File: src/rtl/lcd_pkg.sv
// Shared definitions for the LCD write sequencer: FSM states, o_io_lcd bit map, long-running commands.
package lcd_pkg;

   typedef enum logic [2:0] {
      IDLE   = 3'd0,
      SETUP  = 3'd1,
      ENABLE = 3'd2,
      HOLD   = 3'd3,
      WAIT   = 3'd4
   } lcd_state_e;

   localparam int LCD_ON_BIT  = 31;
   localparam int LCD_REQ_BIT = 10;
   localparam int LCD_RS_BIT  = 9;

   localparam logic [7:0] LCD_CMD_CLEAR = 8'h01;
   localparam logic [7:0] LCD_CMD_HOME  = 8'h02;

   function automatic int max_int(input int a, input int b);
      return (a > b) ? a : b;
   endfunction

   // Clear-display and return-home run far longer than every other instruction.
   function automatic logic is_long_cmd(input logic rs, input logic [7:0] dat);
      return !rs && ((dat == LCD_CMD_CLEAR) || (dat == LCD_CMD_HOME));
   endfunction

endpackage

File: src/rtl/lcd_fifo.sv
// Synchronous FIFO of {RS,DATA} entries; read data is the head entry, visible combinationally.
// A push while full is accepted only when a pop happens on the same edge.
module lcd_fifo #(
   parameter int DEPTH = 4,
   parameter int WIDTH = 9
) (
   input  logic             i_clk,
   input  logic             i_rst_n,
   input  logic             push,
   input  logic [WIDTH-1:0] push_dat,
   input  logic             pop,
   output logic [WIDTH-1:0] pop_dat,
   output logic             full,
   output logic             empty
);

   localparam int AW = $clog2(DEPTH);

   logic [WIDTH-1:0] mem [DEPTH];
   logic [AW:0]      wr_ptr;
   logic [AW:0]      rd_ptr;
   logic             do_push;
   logic             do_pop;

   // Extra pointer bit distinguishes full from empty when the addresses match.
   assign empty   = (wr_ptr == rd_ptr);
   assign full    = (wr_ptr[AW] != rd_ptr[AW]) && (wr_ptr[AW-1:0] == rd_ptr[AW-1:0]);
   assign do_pop  = pop && !empty;
   assign do_push = push && (!full || do_pop);
   assign pop_dat = mem[rd_ptr[AW-1:0]];

   always_ff @(posedge i_clk or negedge i_rst_n) begin
      if (!i_rst_n) begin
         wr_ptr <= '0;
         rd_ptr <= '0;
      end else begin
         if (do_push) wr_ptr <= wr_ptr + 1'b1;
         if (do_pop)  rd_ptr <= rd_ptr + 1'b1;
      end
   end

   always_ff @(posedge i_clk) begin
      if (do_push) mem[wr_ptr[AW-1:0]] <= push_dat;
   end

endmodule

File: src/rtl/lcd_write_sequencer.sv
// Turns REQ-toggle writes on o_io_lcd into HD44780 bus cycles: setup, EN pulse, hold, execution wait.
// Push one edge after a toggle, pop one edge later; requests arriving at a full FIFO are dropped and flagged.
module lcd_write_sequencer
   import lcd_pkg::*;
#(
   parameter int FIFO_DEPTH  = 4,
   parameter int T_SETUP_CYC = 2,
   parameter int T_EN_CYC    = 25,
   parameter int T_HOLD_CYC  = 2,
   parameter int T_EXEC_CYC  = 2000,
   parameter int T_CLEAR_CYC = 82000
) (
   input  logic        i_clk,
   input  logic        i_rst_n,
   input  logic [31:0] i_lcd_word,
   output logic [7:0]  o_lcd_data,
   output logic        o_lcd_rs,
   output logic        o_lcd_rw,
   output logic        o_lcd_en,
   output logic        o_lcd_on,
   output logic        o_busy,
   output logic        o_overflow
);

   localparam int T_MAX = max_int(max_int(max_int(T_SETUP_CYC, T_EN_CYC),
                                          max_int(T_HOLD_CYC, T_EXEC_CYC)), T_CLEAR_CYC);
   localparam int CW    = $clog2(T_MAX + 1);

   lcd_state_e  state;
   logic [CW-1:0] cnt;
   logic        req_q;
   logic        req;
   logic        fifo_pop;
   logic        fifo_full;
   logic        fifo_empty;
   logic [8:0]  fifo_dat;
   logic        cnt_last;
   logic        lcd_word_unused;

   assign lcd_word_unused = ^{i_lcd_word[30:11], i_lcd_word[8]};

   assign req      = i_lcd_word[LCD_REQ_BIT] ^ req_q;
   assign fifo_pop = (state == IDLE) && !fifo_empty;
   assign cnt_last = (cnt == CW'(1));
   assign o_busy   = !fifo_empty || (state != IDLE);
   assign o_lcd_rw = 1'b0;

   lcd_fifo #(
      .DEPTH (FIFO_DEPTH),
      .WIDTH (9)
   ) u_fifo (
      .i_clk    (i_clk),
      .i_rst_n  (i_rst_n),
      .push     (req),
      .push_dat ({i_lcd_word[LCD_RS_BIT], i_lcd_word[7:0]}),
      .pop      (fifo_pop),
      .pop_dat  (fifo_dat),
      .full     (fifo_full),
      .empty    (fifo_empty)
   );

   always_ff @(posedge i_clk or negedge i_rst_n) begin
      if (!i_rst_n) begin
         req_q      <= 1'b0;
         o_lcd_on   <= 1'b0;
         o_overflow <= 1'b0;
      end else begin
         req_q    <= i_lcd_word[LCD_REQ_BIT];
         o_lcd_on <= i_lcd_word[LCD_ON_BIT];
         if (req && fifo_full && !fifo_pop) o_overflow <= 1'b1;
      end
   end

   // Every state reloads cnt on entry and leaves when it reaches 1, so it never wraps.
   always_ff @(posedge i_clk or negedge i_rst_n) begin
      if (!i_rst_n) begin
         state      <= IDLE;
         cnt        <= '0;
         o_lcd_en   <= 1'b0;
         o_lcd_rs   <= 1'b0;
         o_lcd_data <= 8'h00;
      end else begin
         case (state)
            IDLE: begin
               if (!fifo_empty) begin
                  o_lcd_rs   <= fifo_dat[8];
                  o_lcd_data <= fifo_dat[7:0];
                  cnt        <= CW'(T_SETUP_CYC);
                  state      <= SETUP;
               end
            end
            SETUP: begin
               if (cnt_last) begin
                  o_lcd_en <= 1'b1;
                  cnt      <= CW'(T_EN_CYC);
                  state    <= ENABLE;
               end else begin
                  cnt <= cnt - CW'(1);
               end
            end
            ENABLE: begin
               if (cnt_last) begin
                  o_lcd_en <= 1'b0;
                  cnt      <= CW'(T_HOLD_CYC);
                  state    <= HOLD;
               end else begin
                  cnt <= cnt - CW'(1);
               end
            end
            HOLD: begin
               if (cnt_last) begin
                  cnt   <= is_long_cmd(o_lcd_rs, o_lcd_data) ? CW'(T_CLEAR_CYC) : CW'(T_EXEC_CYC);
                  state <= WAIT;
               end else begin
                  cnt <= cnt - CW'(1);
               end
            end
            WAIT: begin
               if (cnt_last) begin
                  state <= IDLE;
               end else begin
                  cnt <= cnt - CW'(1);
               end
            end
            default: begin
               o_lcd_en <= 1'b0;
               state    <= IDLE;
            end
         endcase
      end
   end

endmodule

File: config.mk
export PLATFORM = sky130hd
export DESIGN_NAME = lcd_write_sequencer
export DESIGN_NICKNAME = d
export VERILOG_FILES = /design/src/rtl/lcd_pkg.sv /design/src/rtl/lcd_fifo.sv /design/src/rtl/lcd_write_sequencer.sv
export SDC_FILE = /design/constraint.sdc
export NUM_CORES = 1
export LEC_CHECK = 0
export ABC_CLOCK_PERIOD_IN_PS = 7700
export CAP_MARGIN = 40
export CORE_AREA = 2 2 108 58
export CTS_BUF_LIST = sky130_fd_sc_hd__clkbuf_2 sky130_fd_sc_hd__clkbuf_4 sky130_fd_sc_hd__clkbuf_8
export DETAILED_ROUTE_END_ITERATION = 8
export DIE_AREA = 0 0 110 60
export DONT_BUFFER_PORTS = 1
export HOLD_SLACK_MARGIN = 0.02
export PLACE_DENSITY = 0.78
export SLEW_MARGIN = 20
export SYNTH_ARGS = -nofsm -noshare
export SYNTH_HDL_FRONTEND = slang
export SYNTH_SLANG_ARGS = --single-unit
File: constraint.sdc
create_clock -name i_clk -period 7.7 [get_ports i_clk]
set_input_delay 0.385 -clock i_clk [delete_from_list [all_inputs] [get_ports i_clk]]
set_output_delay 0.385 -clock i_clk [all_outputs]
set_load 0.01 [all_outputs]
-- Yosys cells after proc, flatten, opt, wreduce, memory -nomap -nowiden
Memories as Yosys holds them, arrays and structs flattened. A register that Yosys moved wholly into a read port is not among the register bits.
Cells that the tools add are included.
- register bits after elaboration: 30
- bits in writable memories: 36
- input bits: 34
- output and inout bits: 14
- word-level logic and storage cells: 72
- memories kept: 1
- add/subtract/negate cells: 3
- eq/ne operators: 16
- mux-type cells: 18
- bitwise gates (word level): 3
- reduce and logical (&&, ||, !) cells: 23
- memory list (name ; words ; width ; rd ports ; clocked after Yosys merged registers in ; wr ports ; line ; text):
    u_fifo.mem ; 4 ; 9 ; 1 ; 1 ; 1 ; lcd_fifo.sv:19 ; logic [WIDTH-1:0] mem [DEPTH];
- operator list (operator ; number):
    17-bit 2-to-1 mux ; 6
    17-bit case mux with 5 select lines ; 1
    17-bit by 1-bit == test with 1-bit output, second input constant ; 1
    17-bit by 1-bit subtractor with 17-bit output, second input constant ; 1
    3-bit 2-to-1 mux ; 5
    3-bit case mux with 5 select lines ; 1
    2-bit != test, second input constant ; 6
    8-bit by 1-bit == test with 1-bit output, second input constant ; 1
    8-bit by 2-bit == test with 1-bit output, second input constant ; 1
    1-bit logical AND ; 7
    3-bit by 1-bit adder with 3-bit output, second input constant ; 2
    3-bit by 2-bit == test with 1-bit output, second input constant ; 2
    3-bit AND reduction ; 2
    1-bit zero test ; 5
    5-bit AND reduction ; 1
    5-bit nonzero test ; 1
    1-bit 2-to-1 mux ; 4
    3-bit by 1-bit == test with 1-bit output, second input constant ; 1
    3-bit == test ; 1
    3-bit == test, second input constant ; 1
    3-bit zero test ; 1
    1-bit logical OR ; 3
    1-bit case mux with 3 select lines ; 1
    3-bit nonzero test ; 1
    6 further kinds ; 7

-- Longest topological paths before layout
Gate-level depths: netlist (run 1).
- word-level depth: 8
- mapped depth: 9
- mapped depth without buffers: 8

-- By module
Synthesis (run 1) repeated with hierarchy kept, for this count alone.
- cell total of the unflattened synthesis: 303
- area total of the unflattened synthesis: 3706.1 µm²
- by module, submodules not included (module ; times used ; cells each ; area an instance (µm²)):
    lcd_write_sequencer ; 1 ; 210 ; 1960.6
    lcd_fifo ; 1 ; 93 ; 1745.4

-- Least setup slack after synthesis (run 1)
Ideal clock, no wire load.
- path type: reg2reg
- from: register cnt[0]
- to: register cnt[14]
- setup time: 0.134 ns
- arrival time: 2.330 ns
- slack: 5.236 ns
- stages on the path, launching flop included: 10
- buffers on the path: 1
- period minus slack after synthesis: 2.464 ns
- cell sequence: dfrtp_1 clkbuf_1 inv_1 ha_1 or4b_4 or4_4 xor2_2 a21oi_1 a211oi_1 a221oi_2
- word-level cells in the longest chain between the ends: 3
- elaborated cells between the ends (all ways): 9
- classes of those cells: 1 x add/sub; 2 x eq/ne; 5 x mux; 1 x reduce/logical
- ends and longest elaborated chain (item ; line ; text):
    start, declared ; lcd_write_sequencer.sv:30 ; logic [CW-1:0] cnt;
    start signal, assigned ; lcd_write_sequencer.sv:88 ; cnt <= CW'(T_SETUP_CYC);
    start signal, assigned ; lcd_write_sequencer.sv:95 ; cnt <= CW'(T_EN_CYC);
    start signal, assigned ; lcd_write_sequencer.sv:98 ; cnt <= cnt - CW'(1);
    17-bit by 1-bit subtractor with 17-bit output / 17-bit by 1-bit == test with 1-bit output (equally long branches) ; -- ;
    17-bit 2-to-1 mux, or another cell as far along ; lcd_write_sequencer.sv:119 ; if (cnt_last) begin
    17-bit case mux with 5 select lines / 3-bit AND reduction (equally long branches) ; -- ;
Parallel ways exist; a longest one is shown, timed or not. The select of a mux whose other input is x is not followed.
A chain may end at the register's enable or synchronous reset.

-- Final worst setup path (run 1)
- from: register cnt[3]
- to: register cnt[9]
Same word-level chain as after synthesis.

==> results.yml, run 1 <==
placed_design:
  place_congestion: 0.921
  dp_hpwl_um: 5300
  io_buffers: 0
  place_ws_ns: 4.93
  dpl.cell_count: 361
  placed_area_um2: 3700
route:
  routed_wl_um: 7570
  drt-initial-drc-count: 296
  firstDrtPassIters: 5
  vias: 2451
  wl_per_cell_um: 19.9
  vias_per_cell: 6.43
  ant_nets: 0
  drc: 0
clocking:
  cts_made_buffers: 9
  cts-resized-gates: 0
  cts_sinks: 75
  worstSkewPairLatency_ns: 0.37
  clock-root-buffer: "clkbuf_8"
  cts.reportedPaths.clkPinSlew_ns: 0.08
  cts-htree-levels: 3
  cts_tree: "yes"
  cts_max_path_buffers: 2
logic_synthesis:
  yosys_most_used_dff: "dfrtp_1"
  synth_nets: 336
  synthDistinctLibCells: 58
  syn_area_um2: 3670
  ys_top_cells_by_area: "edfxtp_1 (29%), dfrtp_1 (27%), mux4_2 (5.5%)"
  yosys.area.top_type: "edfxtp_1"
  avgSynthCellArea_um2: 12.4
  syn_inst: 295
  yosysMostFrequentCell: "dfrtp_1"
  synth-seq-cells: 75
  synth_edf_count: 36
  synth_commonest_cells: "dfrtp_1 (39), edfxtp_1 (36), nand2_1 (19)"
  synth_top_area_share_pct: 29.5
  seq_area_frac_synth_pct: 56.1
  synthArstFlopShare_pct: 52.0
  yosys_warnings: 0
pwr:
  p_total_w: 0.00135
  switching_share_pct: 37.3
  pwr-share-seq_pct: 51.8
  combPwrFrac_pct: 28.1
  p_sw_w: 0.000505
  ir_drop_v: 0.000197
  clkPwrFrac_pct: 20.1
  p_int_w: 0.000848
  p_leak_nw: 1.46
  p_per_area_nw_per_um2: 344
sta:
  timing_hold_violations_final: 0
  rsz0062_at_grt: "no"
  fin_ws_ns: 4.85
  fmax_mhz: 351
  skew_ns: 0.0130
  relSlewSlack_pct: 49.4
  period_share_pct: 37.0
  fin_crit_ns: 2.85
  maxSlewViolCount: 0
  tns_ns: 0
  setup_violations: 0
  tightest_slew_ns: 0.752
floorplanning:
  core-area_um2: 5730
  ios: 48
  die_w_um: 110
  dieArea_um2: 6600
  die_h_um: 60
  row_count: 20
  initial_core_util_pct: 64.0
worst_setup_path:
  critical_path.cell_chain: "or3_1 -> nor3_1 -> a31oi_1 -> nor2_1 -> o21ai_0 -> o311ai_0"
  timing.rr.end: "cnt[9]"
  critPathKind: "reg -> reg"
  critPathBufInv: 0
  crit_family: "simple AND/OR/NAND/NOR gates"
  arrival_ns: 3.10
  reg2regPathDepth: 6
  crit_fanout: 8
  ff2ff_setup_slack_ns: 4.85
  rr_startpoint: "cnt[3]"
  cpMaxStageDelayCell: "nor3_1"
  startpoint_type: "flip-flop"
  required_ns: 7.96
  cp_slowest_stage_delay_ns: 0.59
  setup.worst_path.end_class: "flip-flop"
cells_and_area:
  fill_cells: 407
  num_antenna_cells: 0
  drive_gt1_share_pct: 18.1
  nets: 340
  instances_no_fill: 381
  areaGrowthSynthToFinish_pct: 7.06
  design_area_um2: 3930
job:
  drv_cap: 0
worst_hold_path:
  holdPathStages: 0
  worstHoldStart: "i_lcd_word[10]"
  hold_class: "in -> reg"
  hold_end: "req_q"
grt:
  grt_pass1_vias: 2299
  grt.total_usage_pct: 26.2
  grt_antenna_before_repair: 0
  grt_overflow: 0
  grt_max_degree: 40
  grt_pass1_wl_um: 12100
status:
  status: "finished, final reports clean"
## state kept, by name, summed over array words and instances (netlist names), 3 cells and up
name,count
state,3
u_fifo.rd_ptr,3
o_lcd_data,8
cnt,17
u_fifo.mem,36
u_fifo.wr_ptr,3
## metal layers
layer | vias up | global-route usage [%] | wire length (µm)
li1 | 1119 | - | -
met1 | 1198 | 40.0 | 3620
met2 | 123 | 33.9 | 3060
met3 | 11 | 11.3 | 796
met4 | 0 | 6.87 | 82
met5 | - | 0 | 0
## cells in the final DEF (no fill, tap or decap), types with 4 or more instances in the layout
master | netlist | layout
nor3_1 | 13 | 12
edfxtp_1 | 36 | 36
mux4_2 | 9 | 9
a31oi_1 | 4 | 4
nand2_1 | 19 | 19
xor2_1 | 9 | 9
xnor2_1 | 7 | 7
o21ai_0 | 15 | 15
a21oi_1 | 12 | 12
o211ai_1 | 4 | 4
nand3_1 | 9 | 9
and2_1 | 6 | 6
dfrtp_1 | 39 | 39
ha_1 | 7 | 7
inv_1 | 9 | 9
clkbuf_8 | 0 | 9
a22oi_1 | 5 | 5
mux2_2 | 10 | 10
nor2_1 | 16 | 16
o31ai_1 | 5 | 5
## cell type report
cell class	count	area [µm²]	share of cell area, %
sequential	75	2060	52.4
multi-input combinational	198	1500	38.2
clock buffer	9	124	3.15
tap	77	96.3	2.45
timing repair buffer	6	63.8	1.62
clock inverter	7	51.3	1.31
inverter	9	33.8	0.860
## power groups by stage
stage	clock, W	sequential [W]	combinational (W)
3_5_place_dp	0	0.000707	0.000374
3_3_place_gp	0	0.000699	0.000357
6_report	0.000272	0.000700	0.000381
5_1_grt	0.000293	0.000723	0.000425
2_1_floorplan	0	0.000639	0.000333
4_1_cts	0.000278	0.000699	0.000382
## worst register-to-register path, cell delays in order, from the launching register on
cell and delay, ns:
dfrtp_1 0.44, or3_1 0.44, nor3_1 0.59, a31oi_1 0.42, nor2_1 0.56, o21ai_0 0.17, o311ai_0 0.11
## cell families (layout without fill, tap and decap cells)
kind of cell	count (synthesis)	after routing	share of synthesized area, %
simple gates	86	86	12.9
fa+ha+maj	7	7	2.39
other cells	1	1	0.102
xor+xnor	17	17	4.26
flops	75	75	56.1
buf+inv	22	31	3.14
mux	19	19	8.59
compound gates	68	68	12.5
## per-stage QoR
stage / hold WS [ns] / utilization (%)
2_1_floorplan: 0.0894 / -
3_3_place_gp: 0.0902 / 64.4
3_5_place_dp: 0.0902 / 64.6
4_1_cts: 0.0253 / 68.2
5_1_grt: 0.0284 / 68.6
6_report: 0.0546 / 68.6
## worst max-delay path by stage
stage,slack [ns],endpoint,cells after the start,startpoint
floorplan,5.24,cnt[14],9,cnt[0]
global placement,4.84,cnt[9],6,cnt[0]
detailed placement,4.93,cnt[4],5,state[2]
CTS,4.89,cnt[4],5,state[2]
global route,4.69,cnt[9],6,cnt[3]
finish,4.85,cnt[9],6,cnt[3]
## timing repair
action	in CTS	in global routing
hold buffers	2	1
endpoints found under the hold margin	39	1
buffers inserted	0	0
Note: power is estimated with default switching activity, not from simulation.
==> run 2, diff against run 1 <==
--- a/config.mk
+++ b/config.mk
@@ -5,15 +5,16 @@
 export SDC_FILE = /design/constraint.sdc
 export NUM_CORES = 1
 export LEC_CHECK = 0
-export ABC_CLOCK_PERIOD_IN_PS = 7700
+export ABC_AREA = 1
+export ABC_CLOCK_PERIOD_IN_PS = 2450
 export CAP_MARGIN = 40
-export CORE_AREA = 2 2 108 58
+export CORE_AREA = 2 2 116 62
 export CTS_BUF_LIST = sky130_fd_sc_hd__clkbuf_2 sky130_fd_sc_hd__clkbuf_4 sky130_fd_sc_hd__clkbuf_8
 export DETAILED_ROUTE_END_ITERATION = 8
-export DIE_AREA = 0 0 110 60
+export DIE_AREA = 0 0 118 64
 export DONT_BUFFER_PORTS = 1
 export HOLD_SLACK_MARGIN = 0.02
-export PLACE_DENSITY = 0.78
+export PLACE_DENSITY = 0.72
 export SLEW_MARGIN = 20
 export SYNTH_ARGS = -nofsm -noshare
 export SYNTH_HDL_FRONTEND = slang
==> constraint.sdc (replaced) <==
create_clock -name i_clk -period 2.45 [get_ports i_clk]
set_input_delay 0.1225 -clock i_clk [delete_from_list [all_inputs] [get_ports i_clk]]
set_output_delay 0.1225 -clock i_clk [all_outputs]
set_load 0.01 [all_outputs]
==> run 2 against run 1 <==
Utilization is 3.8 points lower. Setup slack worse by 4.5 ns. Clock-buffer cell count is 4 higher. Clock skew is 0.00053 ns lower. Global-route usage is 3.0 points lower. Sequential share of layout area is 3.4 points lower. Maximum frequency is 37% higher. Non-clock buffer count is 12 higher. Via count is 12% higher. Synthesized cell count is 31% higher. First-iteration DRC count is 11% higher.
==> results.yml, run 2 <==
clocking:
  cts_tree: "yes"
  clock-root-buffer: "clkbuf_8"
  cts_made_buffers: 9
  cts-resized-gates: 0
  cts.reportedPaths.clkPinSlew_ns: 0.07
  cts_max_path_buffers: 2
  worstSkewPairLatency_ns: 0.35
  cts-htree-levels: 3
  cts_sinks: 75
route:
  drc: 0
  drt-initial-drc-count: 329
  routed_wl_um: 7870
  wl_per_cell_um: 15.6
  vias_per_cell: 5.41
  vias: 2736
  ant_nets: 0
  firstDrtPassIters: 5
cells_and_area:
  drive_gt1_share_pct: 12.8
  final_cell_mix: "nand2_1 (82), nor2_1 (57), dfrtp_1 (39)"
  final_common_cell: "nand2_1"
  fill_cells: 552
  num_antenna_cells: 0
  largest_reg_flops: 36
  areaGrowthSynthToFinish_pct: 13.3
  nets: 450
logic_synthesis:
  synth_top_area_share_pct: 29.1
  synth-seq-cells: 75
  yosys.area.top_type: "edfxtp_1"
  synth_edf_count: 36
  synthArstFlopShare_pct: 52.0
  avgSynthCellArea_um2: 9.59
  syn_area_um2: 3710
  synthDistinctLibCells: 37
  synth_commonest_cells: "nand2_1 (82), nor2_1 (57), dfrtp_1 (39)"
  yosys_warnings: 0
  synth_nets: 428
  syn_inst: 387
  seq_area_frac_synth_pct: 55.4
  ys_top_cells_by_area: "edfxtp_1 (29%), dfrtp_1 (26%), nand2_1 (8.3%)"
  yosysMostFrequentCell: "nand2_1"
  yosys_most_used_dff: "dfrtp_1"
pwr:
  pwr-share-seq_pct: 51.3
  p_leak_nw: 1.77
  p_sw_w: 0.000738
  clkPwrFrac_pct: 36.7
  p_per_area_nw_per_um2: 721
  combPwrFrac_pct: 12.0
  switching_share_pct: 24.4
  ir_drop_v: 0.000693
  p_int_w: 0.00229
worst_setup_path:
  critPathKind: "reg -> reg"
  startpoint_type: "flip-flop"
  crit_path_frequent_cell: "nand2_4"
  critical_path.cell_chain: "inv_1 -> ha_1 -> inv_1 -> nor2_1 -> nand2_1 -> nor2_1 -> nand2_4 -> nand2_4 -> nand2_4 -> nand2_4 -> inv_1 -> nand2_1 -> nand2_1"
  timing.rr.end: "cnt[1]"
  crit_fanout: 14
  setup.worst_path.end_class: "flip-flop"
  ff2ff_setup_slack_ns: 0.37
  reg2regPathDepth: 13
  cpMaxStageDelayCell: "dfrtp_1"
  cp_slowest_stage_delay_ns: 0.41
  arrival_ns: 2.31
  rr_startpoint: "cnt[1]"
  required_ns: 2.68
floorplanning:
  ios: 48
  row_count: 21
  die_w_um: 118
  die_h_um: 64
  core-area_um2: 6490
  initial_core_util_pct: 57.2
  dieArea_um2: 7550
placed_design:
  io_buffers: 0
  dp_hpwl_um: 5610
  place_congestion: 0.920
  place_ws_ns: 0.410
grt:
  grt_pass1_vias: 2574
  grt_antenna_before_repair: 0
  grt_pass1_wl_um: 13100
  grt_overflow: 0
  grt_max_degree: 40
  grt.total_usage_pct: 23.2
worst_hold_path:
  hold_class: "in -> async"
sta:
  period_share_pct: 84.8
  fmax_mhz: 482
  relSlewSlack_pct: 65.1
  rsz0062_at_grt: "no"
  tightest_slew_ns: 0.522
  fin_crit_ns: 2.08
  maxSlewViolCount: 0
  fin_ws_ns: 0.373
  timing_hold_violations_final: 0
  setup_violations: 0
  tns_ns: 0
  skew_ns: 0.0124
status:
  status: "finished, final reports clean"
job:
  drv_cap: 0
-- run 2: changes by cell type after synthesis, moves of 10 or more --
cell,before,now
inv_1,9,29
nor2_1,16,57
nand3_1,9,22
nor3_1,13,3
nand2_1,19,82
o21ai_0,15,26
-- run 2: cell families after synthesis --
group           synth area share [%]
simple gates                    24.1
buf+inv                         4.38
other cells                    0.101
flops                           55.4
mux                             2.73
compound gates                  6.84
fa+ha+maj                       2.36
xor+xnor                        4.01
-- run 2: what timing repair did --
action | CTS | global route
setup buffers | 0 | 0
hold buffers | 13 | 0
endpoints found under the hold margin | 78 | 0
-- run 2: layout make-up --
class	instances	area (µm²)	share of cell area, %
flip-flops and latches	75	2060	48.9
multi-input cells	273	1490	35.5
repair buffers	18	178	4.23
clock buffers	13	173	4.11
inverters	32	120	2.86
well taps	92	115	2.74
clock inverters	3	68.8	1.64
-- run 2: worst max-delay path, delay by kind of cell (launching register included) --
kind                     cells  cell delay, ns
adder cells (fa/ha/maj)      1            0.21
flip-flops                   1            0.41
AND/OR/NAND/NOR              9            1.05
buffers and inverters        3            0.28
-- run 2: power groups by stage --
stage	clock (W)	combinational, W	sequential, W
floorplan	0	0.000228	0.00156
global placement	0	0.000311	0.00158
detailed placement	0	0.000330	0.00158
CTS	0.00113	0.000369	0.00155
global route	0.00118	0.000411	0.00157
finish	0.00111	0.000363	0.00155
-- run 2: how the worst max path moves through the flow --
stage / start / endpoint / slack, ns / cells after the start
floorplan: state[0] / u_fifo.mem[0][0] / 0.59 / 7
global placement: u_fifo.rd_ptr[1] / o_lcd_data[7] / 0.45 / 4
detailed placement: cnt[1] / cnt[1] / 0.41 / 13
CTS: cnt[1] / cnt[1] / 0.40 / 13
global route: cnt[1] / cnt[6] / 0.20 / 12
finish: cnt[1] / cnt[1] / 0.37 / 13
-- run 2: layer usage --
| metal | vias up | share of wire [%] | GRT usage [%] |
|---|---|---|---|
| li1 | 1335 | - | - |
| met5 | - | 0 | 0 |
| met2 | 113 | 39 | 31.6 |
| met4 | 0 | 0.86 | 6.93 |
| met3 | 7 | 8.7 | 7.32 |
| met1 | 1281 | 51 | 35.1 |
-- run 2: through the flow --
step	hold WS [ns]	instances	instance area, µm²	utilization (%)	power [W]
6_report	0.241	506	4200	64.8	0.00303
5_1_grt	0.251	506	4200	64.8	0.00316
4_1_cts	0.242	506	4200	64.8	0.00305
3_5_place_dp	-0.172	477	3820	58.9	0.00191
3_3_place_gp	-0.172	477	3820	58.9	0.00189
2_1_floorplan	-0.173	387	3710	-	0.00179
==> run 3, diff against run 2 <==
--- a/config.mk
+++ b/config.mk
@@ -6,7 +6,7 @@
 export NUM_CORES = 1
 export LEC_CHECK = 0
 export ABC_AREA = 1
-export ABC_CLOCK_PERIOD_IN_PS = 2450
+export ABC_CLOCK_PERIOD_IN_PS = 1900
 export CAP_MARGIN = 40
 export CORE_AREA = 2 2 116 62
 export CTS_BUF_LIST = sky130_fd_sc_hd__clkbuf_2 sky130_fd_sc_hd__clkbuf_4 sky130_fd_sc_hd__clkbuf_8
==> constraint.sdc (replaced) <==
create_clock -name i_clk -period 1.9 [get_ports i_clk]
set_input_delay 0.095 -clock i_clk [delete_from_list [all_inputs] [get_ports i_clk]]
set_output_delay 0.095 -clock i_clk [all_outputs]
set_load 0.01 [all_outputs]
==> run 3 against run 2 <==
Critical path depth stayed put. Sequential power rose by 30%. Global-route usage is 0.53 points higher. Final area up 3.3%. Flip-flop and latch count stayed put. Hold slack worse by 0.045 ns. Utilization is 2.2 points higher. Critical path type unchanged. Maximum frequency up 15%. Total power grew 23%. Wire length rose by 2.4%. Setup slack got worse by 0.28 ns.
==> results.yml, run 3 (synthesized netlist as in run 2, its figures left out) <==
status:
  status: "finished, final reports clean"
floorplanning:
  die_w_um: 118
  row_count: 21
  core-area_um2: 6490
  dieArea_um2: 7550
  ios: 48
  initial_core_util_pct: 57.2
  die_h_um: 64
worst_setup_path:
  crit_fanout: 9
  cp_slowest_stage_delay_ns: 0.41
  reg2regPathDepth: 13
  setup.worst_path.end_class: "flip-flop"
  critPathKind: "reg -> reg"
  worstSetupPathDepth: 13
  critical_path.cell_chain: "inv_2 -> ha_2 -> inv_1 -> nor2_2 -> nand2_2 -> nor2_4 -> nand2_4 -> nand2_4 -> nand2_4 -> nand2_4 -> buf_12 -> nand2_1 -> o211ai_1"
  arrival_ns: 2.07
  startpoint_type: "flip-flop"
  required_ns: 2.17
  cpMaxStageDelayCell: "dfrtp_1"
  critPathBufInv: 3
  crit_path_frequent_cell: "nand2_4"
  crit_family: "simple AND/OR/NAND/NOR gates"
clocking:
  worstSkewPairLatency_ns: 0.35
  cts_tree: "yes"
  cts_sinks: 75
  clock-root-buffer: "clkbuf_8"
  cts_max_path_buffers: 2
  cts-htree-levels: 3
  cts_made_buffers: 9
  cts.reportedPaths.clkPinSlew_ns: 0.07
worst_hold_path:
  hold_class: "in -> async"
route:
  routed_wl_um: 8050
  drt-initial-drc-count: 359
  wl_per_cell_um: 15.4
  ant_nets: 0
  firstDrtPassIters: 5
  vias_per_cell: 5.44
  drc: 0
  vias: 2849
sta:
  skew_ns: 0.00594
  timing_hold_violations_final: 0
  tns_ns: 0
  period_share_pct: 94.8
  fmax_mhz: 555
  maxSlewViolCount: 0
  setup_violations: 0
  rsz0062_at_grt: "yes"
  fin_crit_ns: 1.80
pwr:
  p_leak_nw: 1.84
  ir_drop_v: 0.000658
  p_per_area_nw_per_um2: 861
cells_and_area:
  fill_cells: 541
  final_common_cell: "nand2_1"
  areaGrowthSynthToFinish_pct: 17.0
  drive_gt1_share_pct: 19.2
  design_area_um2: 4340
  multiInputGateArea_um2: 1530
  num_antenna_cells: 0
  seqCellArea_um2: 2060
  final_cell_mix: "nand2_1 (78), nor2_1 (54), dfrtp_1 (39)"
  largest_reg_flops: 36
  nets: 468
grt:
  grt_antenna_before_repair: 0
  grt_pass1_wl_um: 13500
  grt.total_usage_pct: 23.7
  grt_pass1_vias: 2743
  grt_overflow: 0
  grt_max_degree: 40
placed_design:
  io_buffers: 0
  placed_area_um2: 3950
  place_congestion: 0.904
  dp_hpwl_um: 5890
job:
  drv_cap: 0
[run 3: worst paths after layout]
path                                        from               end  slack, ns
worst min-delay path                     i_rst_n            cnt[7]       0.20
worst max register to register            cnt[1]            cnt[7]        0.1
min in group i_clk                i_lcd_word[31]          o_lcd_on       0.31
max in group asynchronous                i_rst_n             req_q       1.50
worst max-delay path                      cnt[1]            cnt[7]        0.1
worst min register to register  u_fifo.rd_ptr[2]  u_fifo.rd_ptr[2]       0.49
[run 3: final cells by class]
class	instances	share of cell area [%]
Sequential cell	75	47.4
Multi-Input combinational cell	274	35.2
Timing Repair Buffer	35	7.61
Clock buffer	11	3.20
Inverter	32	2.77
Tap cell	92	2.65
Clock inverter	5	1.24
[run 3: stage by stage]
step	hold slack (ns)	setup slack, ns	power, W	utilization (%)	cells
6_report	0.196	0.0982	0.00374	66.9	524
5_1_grt	0.208	-0.0288	0.00394	66.9	524
4_1_cts	0.182	0.0498	0.00378	66.0	520
3_5_place_dp	-0.200	-0.00438	0.00254	60.9	491
3_3_place_gp	-0.200	0.0577	0.00251	60.9	491
2_1_floorplan	-0.201	0.0400	0.00231	-	387
[run 3: metal layers]
| metal | routed length, µm | part of all wire, % | track usage, % | up-vias |
|---|---|---|---|---|
| met5 | 0 | 0 | 0 | - |
| met4 | 78 | 0.97 | 6.48 | 0 |
| met3 | 734 | 9.1 | 7.59 | 9 |
| met2 | 3140 | 39 | 31.3 | 131 |
| met1 | 4100 | 51 | 36.9 | 1342 |
| li1 | - | - | - | 1367 |
[run 3: what timing repair did]
action                                  4_1_cts  5_1_grt
gates resized for setup                       1       12
hold endpoints to repair                     78        0
hold buffers                                 13        0
endpoints found under the setup margin        4       19
gates cloned                                  0        1
pin swaps                                     0        3
setup buffers                                 0        3
[run 3: report_power, final]
| group | switching, W | internal [W] | leakage [nW] |
|---|---|---|---|
| combinational | 0.000312 | 0.000228 | 0.957 |
| sequential | 0.0000841 | 0.00192 | 0.781 |
| clock | 0.000560 | 0.000631 | 0.104 |
| total | 0.000956 | 0.00278 | 1.84 |
